<file path="config.mk">
export PLATFORM = sky130hd
export DESIGN_NAME = temp_entry
export DESIGN_NICKNAME = d
export VERILOG_FILES = /design/src/rtl/temp_entry.sv
export SDC_FILE = /design/constraint.sdc
export NUM_CORES = 1
export LEC_CHECK = 0
export CAP_MARGIN = 20
export CORE_ASPECT_RATIO = 0.5
export CORE_UTILIZATION = 45
export DETAILED_ROUTE_END_ITERATION = 7
export PLACE_DENSITY_LB_ADDON = 0.25
export RECOVER_POWER = 100
export REMOVE_ABC_BUFFERS = 1
export SLEW_MARGIN = 5
export SYNTH_ARGS = -nofsm -noshare
export SYNTH_HDL_FRONTEND = slang
export SYNTH_SLANG_ARGS = --single-unit
</file>
<file path="constraint.sdc">
create_clock -name clk -period 17.2 [get_ports clk]
set_input_delay 3.44 -clock clk [delete_from_list [all_inputs] [get_ports clk]]
set_output_delay 3.44 -clock clk [all_outputs]
set_load 0.02 [all_outputs]
</file>
<file path="src/rtl/temp_entry.sv">
// temp_entry: keypad entry of a three-digit BCD temperature reading (tens of
// degrees, degrees, tenths). Each completed entry is committed as the current
// reading, and the BCD absolute difference to the previous reading is published
// one cycle later together with a one-cycle got_value pulse.
//
// Optional feature: define TEMP_ENTRY_TIMEOUT_EN to abandon a partial entry
// after TIMEOUT_CYCLES cycles without a key_valid strobe.
//
// Ports:
//   clk                 system clock, rising edge
//   rst                 asynchronous active-high reset
//   key_valid           one-cycle strobe, key_digit holds a keypad digit
//   key_digit[3:0]      BCD digit, 10-15 are illegal
//   key_clear           one-cycle strobe discarding the partial entry
//   bcd_press[2:0]      digits accepted in the current entry (0-3)
//   temp_*_value[3:0]   committed reading
//   out_*[3:0]          BCD |current - previous| reading
//   diff_read[2:0]      committed readings since reset, saturating at 2
//   got_value           one-cycle pulse, new reading and difference valid
//   entry_error         one-cycle pulse on an illegal digit or a timeout
module temp_entry #(
    parameter int unsigned TIMEOUT_CYCLES = 100000
) (
    input  logic       clk,
    input  logic       rst,
    input  logic       key_valid,
    input  logic [3:0] key_digit,
    input  logic       key_clear,
    output logic [2:0] bcd_press,
    output logic [3:0] temp_huns_value,
    output logic [3:0] temp_tens_value,
    output logic [3:0] temp_ones_value,
    output logic [3:0] out_huns,
    output logic [3:0] out_tens,
    output logic [3:0] out_ones,
    output logic [2:0] diff_read,
    output logic       got_value,
    output logic       entry_error
);

    typedef enum logic [2:0] {
        StIdle,
        StDig1,
        StDig2,
        StCommit,
        StCalc
    } state_t;

    state_t      state_q, state_d;
    logic [11:0] entry_q, entry_d;
    logic [11:0] temp_q, temp_d;
    logic [11:0] prev_q, prev_d;
    logic [11:0] out_q, out_d;
    logic [2:0]  bcd_press_q, bcd_press_d;
    logic [2:0]  diff_read_q, diff_read_d;
    logic        got_value_q, got_value_d;
    logic        entry_error_q, entry_error_d;
    logic        timeout_hit;
    logic [11:0] diff_calc;

    // |a - b| on 3-digit BCD: subtract the smaller from the larger digit by
    // digit, rippling a borrow from tenths upwards.
    function automatic logic [11:0] bcd_absdiff(input logic [11:0] a, input logic [11:0] b);
        logic [11:0] hi;
        logic [11:0] lo;
        logic [11:0] res;
        logic        borrow;
        logic [4:0]  t;
        // BCD digit order matches numeric order, so a plain compare works.
        if (a >= b) begin
            hi = a;
            lo = b;
        end else begin
            hi = b;
            lo = a;
        end
        borrow = 1'b0;
        res    = '0;
        for (int i = 0; i < 3; i++) begin
            t      = {1'b0, hi[4*i +: 4]} - {1'b0, lo[4*i +: 4]} - {4'b0, borrow};
            borrow = t[4];
            if (borrow) begin
                t = t + 5'd10;
            end
            res[4*i +: 4] = t[3:0];
        end
        return res;
    endfunction

    assign diff_calc = bcd_absdiff(temp_q, prev_q);

`ifdef TEMP_ENTRY_TIMEOUT_EN
    localparam int unsigned CntW = (TIMEOUT_CYCLES > 1) ? $clog2(TIMEOUT_CYCLES + 1) : 1;

    logic [CntW-1:0] tmo_cnt_q, tmo_cnt_d;

    // Counts idle cycles inside a partial entry; any strobe or leaving the
    // digit states restarts it from zero.
    always_comb begin
        tmo_cnt_d   = '0;
        timeout_hit = 1'b0;
        if ((state_q == StDig1 || state_q == StDig2) && !key_valid && !key_clear) begin
            if (tmo_cnt_q == CntW'(TIMEOUT_CYCLES - 1)) begin
                timeout_hit = 1'b1;
            end else begin
                tmo_cnt_d = tmo_cnt_q + 1'b1;
            end
        end
    end

    always_ff @(posedge clk or posedge rst) begin
        if (rst) begin
            tmo_cnt_q <= '0;
        end else begin
            tmo_cnt_q <= tmo_cnt_d;
        end
    end
`else
    logic unused_timeout_cfg;

    assign timeout_hit        = 1'b0;
    assign unused_timeout_cfg = ^TIMEOUT_CYCLES;
`endif

    always_comb begin
        state_d       = state_q;
        entry_d       = entry_q;
        temp_d        = temp_q;
        prev_d        = prev_q;
        out_d         = out_q;
        bcd_press_d   = bcd_press_q;
        diff_read_d   = diff_read_q;
        got_value_d   = 1'b0;
        entry_error_d = 1'b0;

        unique case (state_q)
            StIdle, StDig1, StDig2: begin
                if (key_clear) begin
                    // Clear wins over a coincident digit; no-op when idle.
                    state_d     = StIdle;
                    bcd_press_d = '0;
                end else if (key_valid) begin
                    if (key_digit > 4'd9) begin
                        entry_error_d = 1'b1;
                    end else begin
                        entry_d     = {entry_q[7:0], key_digit};
                        bcd_press_d = bcd_press_q + 3'd1;
                        if (state_q == StIdle) begin
                            state_d = StDig1;
                        end else if (state_q == StDig1) begin
                            state_d = StDig2;
                        end else begin
                            state_d = StCommit;
                        end
                    end
                end else if (timeout_hit) begin
                    state_d       = StIdle;
                    bcd_press_d   = '0;
                    entry_error_d = 1'b1;
                end
            end
            StCommit: begin
                prev_d      = temp_q;
                temp_d      = entry_q;
                diff_read_d = (diff_read_q >= 3'd2) ? 3'd2 : diff_read_q + 3'd1;
                state_d     = StCalc;
            end
            StCalc: begin
                // The first reading after reset has nothing to compare against.
                out_d       = (diff_read_q == 3'd1) ? 12'h000 : diff_calc;
                got_value_d = 1'b1;
                bcd_press_d = '0;
                state_d     = StIdle;
            end
            default: begin
                state_d = StIdle;
            end
        endcase
    end

    always_ff @(posedge clk or posedge rst) begin
        if (rst) begin
            state_q       <= StIdle;
            entry_q       <= '0;
            temp_q        <= '0;
            prev_q        <= '0;
            out_q         <= '0;
            bcd_press_q   <= '0;
            diff_read_q   <= '0;
            got_value_q   <= 1'b0;
            entry_error_q <= 1'b0;
        end else begin
            state_q       <= state_d;
            entry_q       <= entry_d;
            temp_q        <= temp_d;
            prev_q        <= prev_d;
            out_q         <= out_d;
            bcd_press_q   <= bcd_press_d;
            diff_read_q   <= diff_read_d;
            got_value_q   <= got_value_d;
            entry_error_q <= entry_error_d;
        end
    end

    assign bcd_press       = bcd_press_q;
    assign temp_huns_value = temp_q[11:8];
    assign temp_tens_value = temp_q[7:4];
    assign temp_ones_value = temp_q[3:0];
    assign out_huns        = out_q[11:8];
    assign out_tens        = out_q[7:4];
    assign out_ones        = out_q[3:0];
    assign diff_read       = diff_read_q;
    assign got_value       = got_value_q;
    assign entry_error     = entry_error_q;

endmodule
</file>
==> results of run 1 <==
[logic make-up (layout without fill, tap and decap cells)]
kind of cell             Yosys count  after routing
AND/OR/NAND/NOR                  155            155
flip-flops                        59             59
adder cells (fa/ha/maj)           28             28
XOR/XNOR                          12             12
AO/OA/AOI/OAI                     82             82
multiplexers                       4              4
buffers and inverters             39             85
[registers in the layout, summed over array words and instances (netlist names)]
signal	flops
state_q	3
bcd_press	3
got_value	1
entry_error	1
diff_read	3
temp_q	12
prev_q	12
out_q	12
entry_q	12
[cell usage in the layout, fill, tap and decap left out, types with 6 or more instances in the layout]
cell type      synthesis  layout
nor2b_1                6       6
dlygate4sd3_1          0      34
ha_1                  25      25
o21ai_0               29      33
nor2_1                20      21
nand2_1               99      99
a21oi_1               14      14
clkbuf_16              0       9
xor2_1                 6       6
inv_1                 28      27
dfrtp_1               59      59
[metal layers]
metal / routed length [um] / global-route usage [%] / share of wire, %
met4: 46 / 6.175 / 0.60
met2: 3246 / 31.42 / 43
met3: 452 / 6.198 / 5.9
met5: 0 / 0 / 0
met1: 3875 / 29.77 / 51
[stage by stage]
step,worst slack [ns],hold WS (ns)
after floorplan,10.75,0.4386
after global placement,10.55,0.4575
after detailed placement,10.20,0.4613
after CTS,10.15,0.4679
after global routing,8.721,0.4966
final,9.302,0.4695
[how the worst max path moves through the flow]
stage / cells after the start / slack [ns] / to / start
after global placement: 26 / 10.55 / out_q[11] / temp_q[10]
after global routing: 26 / 8.72 / out_q[11] / temp_q[10]
after floorplan: 26 / 10.75 / out_q[11] / temp_q[10]
after detailed placement: 27 / 10.20 / out_q[11] / temp_q[10]
after CTS: 27 / 10.15 / out_q[11] / temp_q[10]
final: 26 / 9.30 / out_q[11] / temp_q[10]
[report_power, final]
| group | switching [mW] | total, mW | internal, mW | leakage, nW |
|---|---|---|---|---|
| combinational | 0.190 | 0.343 | 0.153 | 1.14 |
| clock | 0.0617 | 0.182 | 0.120 | 0.146 |
| sequential | 0.0181 | 0.178 | 0.159 | 0.800 |
[cell type report]
cell class / instances / share of cell area, %
Clock buffer: 13 / 6.185
Timing Repair Buffer: 41 / 9.456
Inverter: 28 / 2.498
Sequential cell: 59 / 35.09
Clock inverter: 3 / 1.100
Multi-Input combinational cell: 281 / 42.82
Tap cell: 96 / 2.855
[worst max-delay path, cell delays in order (launching register included)]
cell and delay (ns):
dfrtp_1 0.45, ha_1 0.40, and4_2 0.27, a21o_1 0.16, or2_0 0.43, nor2_1 0.90
a21oi_1 0.17, ha_1 0.27, inv_1 0.08, o31a_4 0.13, o22ai_1 0.21, fa_1 0.52
fa_1 0.44, or2b_2 0.30, a21o_2 0.22, or4_1 0.46, o211ai_1 0.27, xor2_1 0.15
ha_1 0.21, a21o_2 0.21, fa_1 0.43, nand2b_1 0.16, a21oi_1 0.30, nor2_1 0.07
mux2_1 0.32, xnor2_1 0.14, o21ai_0 0.08
[cell usage after synthesis, types with 2 or more instances]
| master | n | area, sq um |
|---|---|---|
| nor3b_1 | 2 | 15.01 |
| o22ai_1 | 2 | 12.51 |
| xnor3_1 | 2 | 45.04 |
| nor2_4 | 2 | 22.52 |
| or4_1 | 2 | 15.01 |
| nand2b_1 | 5 | 31.28 |
| nor2b_1 | 6 | 37.54 |
| nor2_1 | 20 | 75.07 |
| o21ai_1 | 7 | 35.03 |
| a21o_1 | 2 | 15.01 |
| nor3_1 | 4 | 20.02 |
| mux2i_1 | 3 | 30.03 |
| o2111ai_1 | 3 | 26.28 |
| nand2_1 | 99 | 371.6 |
| nand3_1 | 3 | 15.01 |
| a21oi_1 | 14 | 70.07 |
| ha_1 | 25 | 312.8 |
| and3_1 | 2 | 12.51 |
| a211oi_1 | 2 | 15.01 |
| a21o_2 | 2 | 17.52 |
| clkbuf_1 | 9 | 33.78 |
| or2b_2 | 2 | 17.52 |
| o211ai_1 | 2 | 15.01 |
| o21ai_0 | 29 | 145.1 |
| xor2_1 | 6 | 52.55 |
| inv_1 | 28 | 105.1 |
| fa_1 | 3 | 60.06 |
| xnor2_1 | 3 | 26.28 |
| dfrtp_1 | 59 | 1476 |
| a22o_1 | 5 | 43.79 |
| nand2_2 | 2 | 12.51 |
==> summary.md, run 1 <==
| Metric | Value |
|---|---|
| WS Path Type | register to register |
| Minimum clock period | 7.898 ns |
| Starting Density | 46.90% |
| Core ar. | 0.007377 sq mm |
| Setup tns final | 0 ns |
| Post-route ant nets | 0 |
| Failing checks | max-capacitance violations, max-slew violations |
| Worst Hold Path Cells | 2 |
| I/O pin cnt | 40 |
| Main synth FF type | dfrtp_1 |
| Crit path DAT | 8.09 ns |
| Layout area overhead | 21.63% |
| Crit Reg-Reg Startpoint | temp_q[10] |
| Layout cells sized above 1 | 7.059% |
| Status | complete, but fails checks |
| Die Span Y | 64 um |
| Leakage Power | 2.088 nW |
| Hpwl dp | 5.490 mm |
| Avg Synthesized Cell Area | 9.128 sq um |
| Hold buffer count at CTS | 0 |
| Worst-Margin Slew | 3.148 ns |
| DR iter-0 viols | 135 |
| Clock Skew | 0.009348 ns |
| Setup crit start kind | register |
| Worst Reg2Reg Path Length in Cells | 26 |
| Mapped Area | 0.003460 sq mm |
| Vias per inst | 5.271 |
| Number of flops mapped to enable cells by yosys | 0 |
| Hold path startpoint | entry_q[10] |
| Critical path fanouts, max | 17 |
| Max Cap Viol | 1 |
| Synth Area in Compound Gates | 16.82% |
| RSZ-0062 raised after global routing | false |
| Die Span X | 126 um |
| Die Area | 0.008064 sq mm |
| Final instance area | 0.004208 sq mm |
| Via count | 2,746 |
| Peak supply drop | 0.07236 mV |
| Pwr/cell area | 167.0 mW/mm^2 |
| Clock slew at reported path FFs | 0.05 ns |
| Fin cells | 521 |
| Routability congestion estimate | 0.8648 |
| DRT Pass-1 Iters | 4 |
| Xor/xnor share of the synthesized area | 4.051% |
| Final Max Slew Viols | 60 |
| R2R Setup Slk | 9.30 ns |
| Tcrit/Tclk final | 45.92% |
| Largest net degree at the start of global routing | 60 |
| Fraction of registers with async set or reset after synthesis | 100.0% |
| Fmax | 0.1266 GHz |
| CTS tree | built |
| CTS root buf | clkbuf_16 |
| Grt total ovfl | 0 |
| Dpl cell area | 0.003929 sq mm |
| Setup-failing EPs final | 0 |
| IO Port Bufs | 39 |
| Clock buffer count from CTS | 9 |
| Fill cells | 660 |
| Tot Pwr | 0.7027 mW |
| Max-Slew Margin vs Limit | -109.8% |
| Post CTS Setup Buffer Count | 0 |
| Ys Warns | 0 |
| Worst-case clock buffer depth | 2 |
| Nets | 456 |
| Register area | 0.001476 sq mm |
| Global-route wire length before repair | 13.08 mm |
| Routed WL per cell | 14.63 um |
| Critical Path RT | 17.40 ns |
| Total global-route track usage | 21.12% |
| Number of cell rows | 22 |
| Diode count | 0 |
| Worst R2R End | out_q[11] |
| Routed WL | 7.621 mm |
| Simple-Gate Fraction of Synth Area | 20.04% |
| Remaining DRCs | 0 |
| Seq/Total Area, Yosys | 42.68% |
| Worst-Skew Late Latency | 0.33 ns |
| Flops & latches, synth | 59 |
| Largest family of logic cells by synthesized area | simple AND/OR/NAND/NOR gates |
| Synth Instances | 379 |
| Area of the multi-input gates | 0.001802 sq mm |
| Endpoint type of the worst setup path | register |
| Post-Synth Adder-Cell Area | 10.78% |
| Yosys cell types | 55 |
| Hold Crit Class | register to register |
| Endpoint of the worst hold path | temp_q[10] |
| Cts repair resizes | 0 |
| Initial antenna violation count | 0 |
| Vias in the first global route | 2,659 |
| Layout Utilization | 57.04% |
| Mux contribution to synthesized area | 1.193% |
| Placed cell count | 504 |
| H-tree depth | 3 |
| CTS sink cnt | 59 |
| Fin. Hold Viols | 0 |
No activity file was read; power rests on OpenSTA's default activity.
==> inputs of run 2 (changes only) <==
Clock period 17.2 ns to 6.8 ns, I/O delays scaled along.
==> run 2 against run 1 <==
Effect of this change:
- the flow still finishes with violations (max-capacitance violations, max-slew violations)
- worst hold slack got worse by 0.0031 ns
- non-clock buffer count increased by 5
- die area unchanged
- critical endpoint unchanged
- largest power group unchanged
- highest routed layer unchanged
==> summary.md, run 2 (synthesis results as in run 1) <==
| Metric | Value |
|---|---|
| Clock power frac | 24.0% |
| Worst path top cell family by delay | adder cells |
| Fin cells | 526 |
| Failing checks | max-capacitance violations, max-slew violations |
| Setup tns final | 0 ns |
| Gate power share | 51.8% |
| Layout area overhead | 23.98% |
| Buf/Inv on CP | 2 |
| Placed cell count | 508 |
| Commonest non-fill, non-tap cell in the layout | nand2_1 |
| DR iter-0 viols | 170 |
| Vias per inst | 5.158 |
| Minimum clock period | 6.505 ns |
| P_int | 1.136 mW |
| Routed WL per cell | 14.70 um |
| IO Port Bufs | 39 |
| Core ar. | 0.007377 sq mm |
| Clock buffer count from CTS | 9 |
| Endpoint type of the worst setup path | register |
| Remaining DRCs | 0 |
| Worst-Skew Late Latency | 0.33 ns |
| Hold buffer count at CTS | 0 |
| Clock Skew | 0.01165 ns |
| Pwr/cell area | 430.3 mW/mm^2 |
| Place WS | 0.08070 ns |
| WS Path Type | register to register |
| RSZ-0062 raised after global routing | false |
| Routability congestion estimate | 0.8361 |
| Die Span Y | 64 um |
| I/O pin cnt | 40 |
| Slowest library cell on the worst path | or4_1 |
| Final worst slack | 0.2952 ns |
| Diode count | 0 |
| Grt total ovfl | 0 |
| Hold WS | 0.4664 ns |
| Routed WL | 7.730 mm |
| Total global-route track usage | 21.83% |
| Layout cells sized above 1 | 10.47% |
| Largest net degree at the start of global routing | 60 |
| Global-route wire length before repair | 13.16 mm |
| Post-route ant nets | 0 |
| Part of the power in registers | 24.3% |
| CTS tree | built |
| Status | complete, but fails checks |
| H-tree depth | 3 |
| Net Sw Frac | 38.42% |
| Hpwl dp | 5.643 mm |
| CTS root buf | clkbuf_16 |
| Critical Path RT | 7.00 ns |
| Number of cell rows | 22 |
| Starting Density | 46.90% |
| Worst-case clock buffer depth | 2 |
| Vias in the first global route | 2,663 |
| Peak supply drop | 0.1490 mV |
| Leakage Power | 2.121 nW |
| Initial antenna violation count | 0 |
| Worst path max stage delay | 0.48 ns |
| Max-Slew Margin vs Limit | -107.0% |
| Fmax | 0.1537 GHz |
| Fin. Hold Viols | 0 |
| Psw | 0.7091 mW |
| Layout Utilization | 58.14% |
| Die Area | 0.008064 sq mm |
| Setup crit start kind | register |
| Tcrit/Tclk final | 95.66% |
| Max Cap Viol | 1 |
| Die Span X | 126 um |
| Clock slew at reported path FFs | 0.05 ns |
| Setup-failing EPs final | 0 |
| Nets | 461 |
| Crit path DAT | 6.71 ns |
| DRT Pass-1 Iters | 4 |
| Worst-Margin Slew | 3.106 ns |
| CTS sink cnt | 59 |
| Via count | 2,713 |
| Final Max Slew Viols | 60 |
| Most frequent cells in the layout | nand2_1, dfrtp_1, dlygate4sd3_1, o21ai_0, inv_1 |
| Hold Crit Class | register to register |
| Critical path fanouts, max | 16 |
## run 2: metrics by stage
step | cell area [sq um] | power [mW]
4_1_cts | 4255 | 1.841
2_1_floorplan | 3411 | 1.143
3_3_place_gp | 3959 | 1.344
3_5_place_dp | 3959 | 1.381
5_1_grt | 4289 | 1.979
6_report | 4289 | 1.846
## run 2: timing repair
item / 4_1_cts / 5_1_grt
endpoints found under the hold margin: 0 / 0
setup endpoints to repair: 0 / 3
gates resized for setup: 0 / 7
buffers inserted: 0 / 2
## run 2: layout make-up
type / instances / area [sq um]
clock buffer: 12 / 246.5
tap: 96 / 120.1
multi-input combinational: 281 / 1847
timing repair buffer: 46 / 442.9
clock inverter: 4 / 50.05
sequential: 59 / 1478
inverter: 28 / 105.1
fill: 665 / 3088
## run 2: power groups by stage
stage / sequential (mW) / clock (mW) / combinational [mW]
floorplan: 0.486 / 0 / 0.657
global placement: 0.451 / 0 / 0.893
detailed placement: 0.455 / 0 / 0.927
CTS: 0.449 / 0.454 / 0.938
global route: 0.457 / 0.473 / 1.05
finish: 0.448 / 0.442 / 0.955
## run 2: worst min-delay path, cell delays in order (launching register included)
cell	delay, ns
dfrtp_1	0.33
nand2_1	0.04
o21ai_0	0.06
## run 2: routing by layer
| layer | GRT usage (%) | wire (um) | up-vias |
|---|---|---|---|
| li1 | - | - | 1368 |
| met1 | 29.60 | 3762 | 1274 |
| met2 | 32.80 | 3470 | 69 |
| met3 | 6.951 | 461 | 2 |
| met4 | 7.982 | 35 | 0 |
| met5 | 0 | 0 | - |
## run 2: path summary, 6_finish.rpt
| check | startpoint | endpoint | slack (ns) | depth (start not counted) |
|---|---|---|---|---|
| setup / recovery | temp_q[10] | out_q[11] | 0.30 | 27 |
| hold reg to reg | out_q[0] | out_q[0] | 0.47 | 2 |
| max in group asynchronous | rst | temp_q[7] | 2.15 | 3 |
| setup reg to reg | temp_q[10] | out_q[11] | 0.30 | 27 |
| hold / removal | out_q[0] | out_q[0] | 0.47 | 2 |
| min in group asynchronous | rst | entry_q[3] | 2.65 | 3 |
==> inputs of run 3 (changes only) <==
Settings changed: CTS_BUF_LIST set to sky130_fd_sc_hd__clkbuf_8.
==> run 3 against run 2 <==
Effect of this change:
- the flow still finishes with violations (max-capacitance violations, max-slew violations)
- fmax is 0.45% higher
- largest power group unchanged
- worst setup slack better by 0.029 ns
- global-route usage fell by 0.13 points
==> summary.md, run 3 (synthesis results as in run 1) <==
| Metric | Value |
|---|---|
| Worst path top cell family by delay | adder cells |
| Vias per inst | 5.234 |
| Routability congestion estimate | 0.8361 |
| Hpwl dp | 5.643 mm |
| I/O pin cnt | 40 |
| Peak supply drop | 0.1474 mV |
| Layout area overhead | 21.30% |
| Core ar. | 0.007377 sq mm |
| Vias in the first global route | 2,701 |
| Crit path DAT | 6.70 ns |
| Fin. Hold Viols | 0 |
| Status | complete, but fails checks |
| Max-Slew Margin vs Limit | -109.4% |
| Worst R2R End | out_q[11] |
| Nets | 461 |
| Commonest non-fill, non-tap cell in the layout | nand2_1 |
| IO Port Bufs | 39 |
| Leakage Power | 2.082 nW |
| Setup crit start kind | register |
| Grt total ovfl | 0 |
| Endpoint of the worst hold path | out_q[0] |
| Hold WS | 0.4688 ns |
| Failing checks | max-capacitance violations, max-slew violations |
| Layout cells sized above 1 | 10.47% |
| DR iter-0 viols | 131 |
| Fmax | 0.1544 GHz |
| Global-route wire length before repair | 13.12 mm |
| Routed WL | 7.730 mm |
| Pwr/cell area | 411.5 mW/mm^2 |
| Buf/Inv on CP | 2 |
| Worst Hold Path Cells | 2 |
| Largest net degree at the start of global routing | 60 |
| Most frequent cells in the layout | nand2_1, dfrtp_1, dlygate4sd3_1, o21ai_0, inv_1 |
| Clock slew at reported path FFs | 0.06 ns |
| Hold path startpoint | out_q[0] |
| Slowest library cell on the worst path | or4_1 |
| Via count | 2,753 |
| Worst-case clock buffer depth | 2 |
| Initial antenna violation count | 0 |
| CTS tree | built |
| Die Span X | 126 um |
| Starting Density | 46.90% |
| Critical Path RT | 7.02 ns |
| M2 GR Usage | 33.08% |
| Worst-Skew Late Latency | 0.34 ns |
| Clock buffer count from CTS | 9 |
| Routed WL per cell | 14.70 um |
| Endpoint type of the worst setup path | register |
| DRT Pass-1 Iters | 4 |
| Minimum clock period | 6.476 ns |
| Clock Skew | 0.008299 ns |
| Worst-Margin Slew | 3.140 ns |
| RSZ-0062 raised after global routing | false |
| Tcrit/Tclk final | 95.23% |
| Total global-route track usage | 21.70% |
| Max Cap Viol | 1 |
| Number of cell rows | 22 |
| R2R Setup Slk | 0.32 ns |
| Hold Crit Class | register to register |
| Die Span Y | 64 um |
| CTS root buf | clkbuf_8 |
| Worst Reg2Reg Path Length in Cells | 27 |
| CP dominant cell by count | ha_1 |
| Remaining DRCs | 0 |
| Met1 Use GR | 28.95% |
| Setup-failing EPs final | 0 |
| Die Area | 0.008064 sq mm |
| H-tree depth | 3 |
| Post-route ant nets | 0 |
| Final Max Slew Viols | 60 |
| Critical path fanouts, max | 16 |
| Gr busiest metal | met2 |
| M3 GR Usage | 6.533% |
| CTS sink cnt | 59 |
| Setup tns final | 0 ns |
| Hold buffer count at CTS | 0 |
| WS Path Type | register to register |
| Crit Reg-Reg Startpoint | temp_q[7] |
| Diode count | 0 |
| Worst path max stage delay | 0.53 ns |
run 3: what timing repair did:
item,4_1_cts,5_1_grt
setup endpoints to repair,0,3
buffers inserted,0,2
resized for setup,0,10
run 3: cell type report:
class                      instances  area [sq um]
sequential                        59          1478
fill                             678          3181
multi-input combinational        281          1856
inverter                          28         105.1
clock inverter                     6         57.56
timing repair buffer              46         442.9
clock buffer                      10         137.6
tap                               96         120.1
run 3: report_power, final:
group / leakage, nW / switching (mW) / internal [mW]
clock network: 0.101 / 0.136 / 0.176
logic: 1.18 / 0.522 / 0.447
registers: 0.798 / 0.0443 / 0.403
run 3: layer usage:
layer  share of wire (%)  wire (um)
met2                  45       3445
met1                  48       3725
met3                 6.4        498
met4                0.78         60
met5                   0          0
run 3: through the flow:
stage	area [sq um]	total power, mW	util, %	setup WS, ns	cells
global placement	3959	1.344	53.66	0.3595	508
floorplan	3411	1.143	-	0.3496	368
CTS	4154	1.716	56.31	0.03912	524
finish	4197	1.727	56.89	0.3243	526
global route	4197	1.856	56.89	0.04537	526
detailed placement	3959	1.381	53.66	0.08070	508
run 3: worst max-delay path by stage:
| stage | from | to | slack [ns] | cells after the start |
|---|---|---|---|---|
| 2_1_floorplan | temp_q[10] | out_q[11] | 0.35 | 26 |
| 3_3_place_gp | temp_q[0] | out_q[11] | 0.36 | 28 |
| 3_5_place_dp | temp_q[0] | out_q[11] | 0.08 | 28 |
| 4_1_cts | temp_q[0] | out_q[11] | 0.04 | 28 |
| 5_1_grt | temp_q[7] | out_q[11] | 0.05 | 27 |
| 6_report | temp_q[7] | out_q[11] | 0.32 | 27 |
run 3: worst min-delay path: stages (launching register included):
cell and delay, ns:
dfrtp_1 0.33, nand2_1 0.04, o21ai_0 0.06
==> variant 1, RTL diff (flow settings as in run 1) <==
Register the input `key_digit` before use. The logic sees it one clock later. The other inputs are not delayed to match. Comments in the files are not updated.
--- a/src/rtl/temp_entry.sv
+++ b/src/rtl/temp_entry.sv
@@ -47,4 +47,10 @@
     } state_t;
 
+    logic [3:0] key_digit_q;
+
+    always_ff @(posedge clk) begin
+        key_digit_q <= key_digit;
+    end
+
     state_t      state_q, state_d;
     logic [11:0] entry_q, entry_d;
@@ -141,8 +147,8 @@
                     bcd_press_d = '0;
                 end else if (key_valid) begin
-                    if (key_digit > 4'd9) begin
+                    if (key_digit_q > 4'd9) begin
                         entry_error_d = 1'b1;
                     end else begin
-                        entry_d     = {entry_q[7:0], key_digit};
+                        entry_d     = {entry_q[7:0], key_digit_q};
                         bcd_press_d = bcd_press_q + 3'd1;
                         if (state_q == StIdle) begin
Function: changed (Yosys sat finds a counterexample within 4 cycles, from zero or initial values and one cycle with rst high).
==> variant 1 against run 1 <==
  * The run still ends with max-capacitance violations, max-slew violations left
  * Power grew 29%
  * Die area increased by 1.3%
  * Synthesized area rose by 1.4%
  * Sequential cell count is 4 higher
  * Largest power group unchanged
  * Highest routed layer unchanged
  * Final area grew 1.8%
  * Worst setup slack better by 220 ps
  * Via count fell by 2.1%
  * Wire length up 0.73%
==> variant 1: results (changes against run 1) <==
** Status
- Status :: finished with violations
- Violated checks :: max-capacitance violations, max-slew violations

** Logic synthesis
- The parity-gate share of the synthesized area counting xor and xnor cells is 3.996% (-0.055 points).
- Area share of fa/ha/maj cells after synthesis :: 10.63% (-0.15 points)
- Library cells used by synthesis :: 58 (+5.5%)
- The yosys synthesis warning count came to 0 (unchanged).
- The area fraction in compound gates after synthesis was 15.98% (-0.83 points).
- Multiplexer area fraction after synthesis :: 5.351% (+4.2 points)
- The proportion of synthesized chip area in sequential cells was 44.38% (+1.7 points).
- By area the synthesized netlist is led by dfrtp_1 (42%), ha_1 (8.9%), nand2_1 (7.2%).
- Dominant register cell in the synthesized netlist :: dfrtp_1
- Leading cell types by count after synthesis :: nand2_1 (67), dfrtp_1 (59), o21ai_0 (31)
- The share of async-settable or async-resettable flops after synthesis came to 93.65% (-6.3 points).

** Run
- The number of max-capacitance violations reported is 1 (unchanged).

** Power and ir drop
- Static power due to leakage :: 2.024 nW (-3.1%)
- Worst VDD drop :: 100.1 uV (+38%)

** Detailed routing
- Number of DRC markers after the initial detailed-route iteration :: 140 (+3.7%)
- The first-pass iteration count of the detailed router came to 4 (unchanged).
- The via density per instance is 5.365 (+1.8%).
- The wire length reported by the detailed router was 7677 um (+0.73%).

** Clocking
- Post-CTS repair timing setup buffer count :: 0 (unchanged)
- Clock tree buffer depth :: 2 (unchanged)
- Clock latency on the worst-skew pair :: 340 ps
- Post-cts sizing count :: 0 (unchanged)
- The register clock-pin slew on the reported worst setup and hold paths is 50 ps (about the same).
- H-tree level count :: 3 (unchanged)
- Total clock buffers created by CTS :: 9 (unchanged)
- Cell at the root of the clock tree :: clkbuf_16

** Setup path
- Slowest cell delay on critical path :: 1030 ps (+130 ps)
- Critical-path cell with the highest stage delay :: nor2_1
- Gate family responsible for the most delay along the worst path :: simple AND/OR/NAND/NOR gates
- The arrival time of the worst setup path is 7850 ps (-240 ps).
- The biggest fanout along the worst timing path is 18 (+1).

** Cells and area
- Final layout net count :: 436 (-4.4%)
- Ratio of cells with drive above 1 in the final layout :: 9.383% (+2.3 points)
- The number of filler cells placed in the layout was 667 (+1.1%).
- Final antenna diode count :: 0 (unchanged)

** GRT
- The via count of the first global-routing pass came to 2,682 (+0.86%).
- The aggregate global-route resource usage came to 20.94% (-0.18 points).
- The wire length of the first global-routing pass is 12,810 um (-2.0%).
- The pin count of the biggest net entering global routing came to 60 (unchanged).
- Antenna violations before repair :: 0 (unchanged)

** Placed design
- The worst setup slack before clock tree synthesis was 10,070 ps (-135.6 ps).
- The number of port buffers is 39 (unchanged).
- Placed wire-length estimate after detailed placement :: 5597 um (+2.0%)
- The placer congestion estimate is 0.8134 (-5.9%).
- Placement-stage cell area :: 3994 um2 (+1.7%)

** Min path
- Class of the tightest hold or removal check :: register to register

** Timing
- Worst clock skew on the final layout :: 8.857 ps (-0.4913 ps)
- The slew of the pin with the lowest slew margin is 3233 ps (+85.78 ps).
- The final-report max-slew violation count came to 60 (unchanged).
==> variant 1: final cells by class <==
class,count,share of cell area (%)
inverter,25,2.192
clock inverter,4,1.257
multi-input combinational,260,42.11
sequential,63,36.35
tap,96,2.805
clock buffer,12,5.991
timing repair buffer,41,9.293
==> variant 1: layer usage <==
layer	GRT usage (%)	part of all wire [%]	up-vias	wire (um)
met5	0	0	-	0
met4	8.333	1.0	0	77
met3	5.285	3.7	9	286
met2	34.20	48	49	3696
met1	27.00	47	1304	3616
li1	-	-	1326	-
==> variant 1: stage by stage <==
stage          power, mW  std cells  util, %
5_1_grt           0.9848        501    57.61
4_1_cts           0.9371        500    57.91
3_5_place_dp      0.7455        484    53.74
2_1_floorplan     0.6167        348        -
3_3_place_gp      0.7243        484    53.74
6_report          0.9062        501    57.61
==> variant 1: cells by family (layout without fill, tap and decap cells) <==
group,count (synthesis),in the layout
AND/OR/NAND/NOR,123,123
AO/OA/AOI/OAI,80,80
XOR/XNOR,12,12
flip-flops,63,63
buffers and inverters,34,82
adder cells (fa/ha/maj),28,28
multiplexers,17,17
==> variant 1: final timing paths <==
path,slack (ps),end,depth (start not counted),start
worst max-delay path,9530,out_q[11],27,temp_q[10]
worst min-delay path,450,entry_q[0],1,key_digit_q[0]
worst max register to register,9530,out_q[11],27,temp_q[10]
worst min register to register,450,entry_q[0],1,key_digit_q[0]
max in group asynchronous,10580,prev_q[9],3,rst
min in group asynchronous,4770,bcd_press[0],3,rst
==> variant 1: power by group <==
part           internal [mW]  switching [mW]  leakage [nW]
clock                  0.120          0.0650         0.145
sequential             0.178          0.0280         0.811
combinational          0.238           0.277          1.07
==> variant 2, RTL diff (settings of run 1) <==
Without the edit above. Build with the macro `TEMP_ENTRY_TIMEOUT_EN` defined.
--- a/src/rtl/temp_entry.sv
+++ b/src/rtl/temp_entry.sv
@@ -19,4 +19,6 @@
 //   got_value           one-cycle pulse, new reading and difference valid
 //   entry_error         one-cycle pulse on an illegal digit or a timeout
+`define TEMP_ENTRY_TIMEOUT_EN
+
 module temp_entry #(
     parameter int unsigned TIMEOUT_CYCLES = 100000
Behaviour: same outputs for any inputs over 10 cycles, from zero or initial values and one cycle with rst high; that may be too few to reach the edited logic, so the function may still have changed.
==> variant 2 against run 1 <==
  * The run ends with design-rule violations, max-capacitance violations, max-slew violations left
  * Utilization decreased by 1.6 points
  * Worst hold slack improved by 4.5 ps
  * Wire length increased by 12%
  * Count of clock-buffer cells in the layout decreased by 2
  * Final area increased by 17%
  * Synthesized area increased by 22%
  * Worst setup slack improved by 430 ps
  * Sequential cell count increased by 17
Power is not compared: it rests on default switching activity, and its combinational part moved more than twofold at a synthesized area within 25%.
==> variant 2: results (changes against run 1) <==
** Cells and area
- Register with the most flip-flops :: tmo_cnt_q
- Final layout net count :: 499 (+9.4%)
- The proportion of layout cells with a drive suffix above 1 is 7.709% (+0.65 points).

** Detailed routing
- 1st-pass router iterations :: 6 (+2)
- The wire length reported by the detailed router was 8553 um (+12%).
- The total met3 wirelength after detailed routing was 367 um (-19%).
- The DRC violation total after the first TritonRoute iteration came to 206 (+53%).
- The vias after detailed routing is 3,065 (+12%).
- The DRC violation count after routing is 8 (+8).
- The routed metal-1 wirelength came to 4373 um (+13%).
- The met2 wire length is 3693 um (+14%).

** Setup path
- In this run the critical register-to-register path is captured at out_q[11].
- The worst setup slack for register-to-register paths came to 9730 ps (+430 ps).
- In this run the critical register-to-register path is launched from temp_q[0].
- Worst Path Class, Setup :: register to register
- Among all stages on the critical path, the largest delay is contributed by fa_1.
- The maximum single-stage delay on the critical path is 470 ps (-430 ps).
- Maximum fanout encountered on the critical timing path :: 11 (-6)
- Gate family responsible for the most delay along the worst path :: compound AO/OA/AOI/OAI gates

** GRT
- The global-route met3 utilization was 6.310% (+0.11 points).
- Vias in the first global route :: 3,003 (+13%)
- GRT met2 Usage :: 29.35% (-2.1 points)
- The aggregate global-route resource usage was 19.94% (-1.2 points).
- The pin count of the biggest net entering global routing was 77 (+28%).
- First-pass GRT wire length :: 14,860 um (+14%)
- The global routing met1 resource utilization is 27.62% (-2.2 points).

** Timing
- Worst clock skew on the final layout :: 7.614 ps (-1.734 ps)
- The headroom to the max-slew limit was -167.6% (-58 points).
- The final-report max-slew violation count came to 77 (+28%).

** Placed design
- The half-perimeter wire length after placement was 5982 um (+9.0%).

** Logic synthesis
- Multiplexer area fraction after synthesis :: 5.140% (+3.9 points)
- By count the netlist is led by dfrtp_1 (76), nand2_1 (67), nor2_1 (33).
- The number of distinct library cells after synthesis is 57 (+3.6%).
- The arithmetic-cell share of the synthesized area counting full adders, half adders and majority gates is 9.150% (-1.6 points).
- The parity-gate share of the synthesized area counting xor and xnor cells was 6.417% (+2.4 points).
- The proportion of synthesized chip area in sequential cells was 45.16% (+2.5 points).
- After synthesis, the cell types taking the most area are dfrtp_1 (45%), ha_1 (7.7%), nand2_1 (6.0%).
- The area fraction in compound gates after synthesis was 13.25% (-3.6 points).

** Status
- The run finished, with violations left.
- The final reports fail on design-rule violations, max-capacitance violations, max-slew violations.

** Power and ir drop
- Static power due to leakage :: 2.302 nW

** Run
- The number of max-capacitance violations reported came to 1 (unchanged).
==> variant 2: cell count changes in the layout (fill, tap and decap cells not counted), moves of 5 or more <==
cell	run 1	this run
nand2_1	99	68
dfrtp_1	59	76
nor2_1	21	33
mux2_2	0	11
xor2_1	6	16
and4_1	0	5
==> variant 2: cell type report <==
class	instances	area, um2
clock buffer	11	232.7
inverter	28	105.1
clock inverter	5	37.54
multi-input combinational	307	2110
sequential	76	1902
fill	795	3961
tap	117	146.4
timing repair buffer	40	394.1
==> variant 2: where the power goes <==
| part | switching (mW) | internal [mW] | total (mW) | leakage, nW |
|---|---|---|---|---|
| registers | 0.0398 | 0.222 | 0.262 | 1.01 |
| clock network | 0.0755 | 0.0982 | 0.174 | 0.126 |
| logic | 0.376 | 0.357 | 0.733 | 1.16 |
| total | 0.491 | 0.677 | 1.17 | 2.30 |
==> variant 2: kinds of logic after synthesis <==
kind of cell | count (synthesis)
mux | 18
compound gates | 83
buf+inv | 40
fa+ha+maj | 29
simple gates | 151
flops | 76
xor+xnor | 26
==> variant 2: worst min-delay path by stage <==
stage	from	endpoint	depth (start not counted)
CTS	entry_q[8]	temp_q[8]	2
global route	entry_q[8]	temp_q[8]	2
floorplan	entry_q[10]	temp_q[10]	2
finish	entry_q[11]	temp_q[11]	2
global placement	entry_q[9]	temp_q[9]	2
detailed placement	entry_q[11]	temp_q[11]	2
==> variant 2: per-stage QoR <==
stage | setup WS (ps) | instances | hold WS [ps] | area (um2) | util (%)
floorplan | 10730 | 411 | 433.1 | 4159 | -
global placement | 10570 | 568 | 445.1 | 4703 | 52.91
detailed placement | 10410 | 568 | 459.9 | 4703 | 52.91
CTS | 10360 | 584 | 472.5 | 4974 | 55.95
global route | 8886 | 584 | 498.0 | 4927 | 55.43
finish | 9734 | 584 | 474.0 | 4927 | 55.43
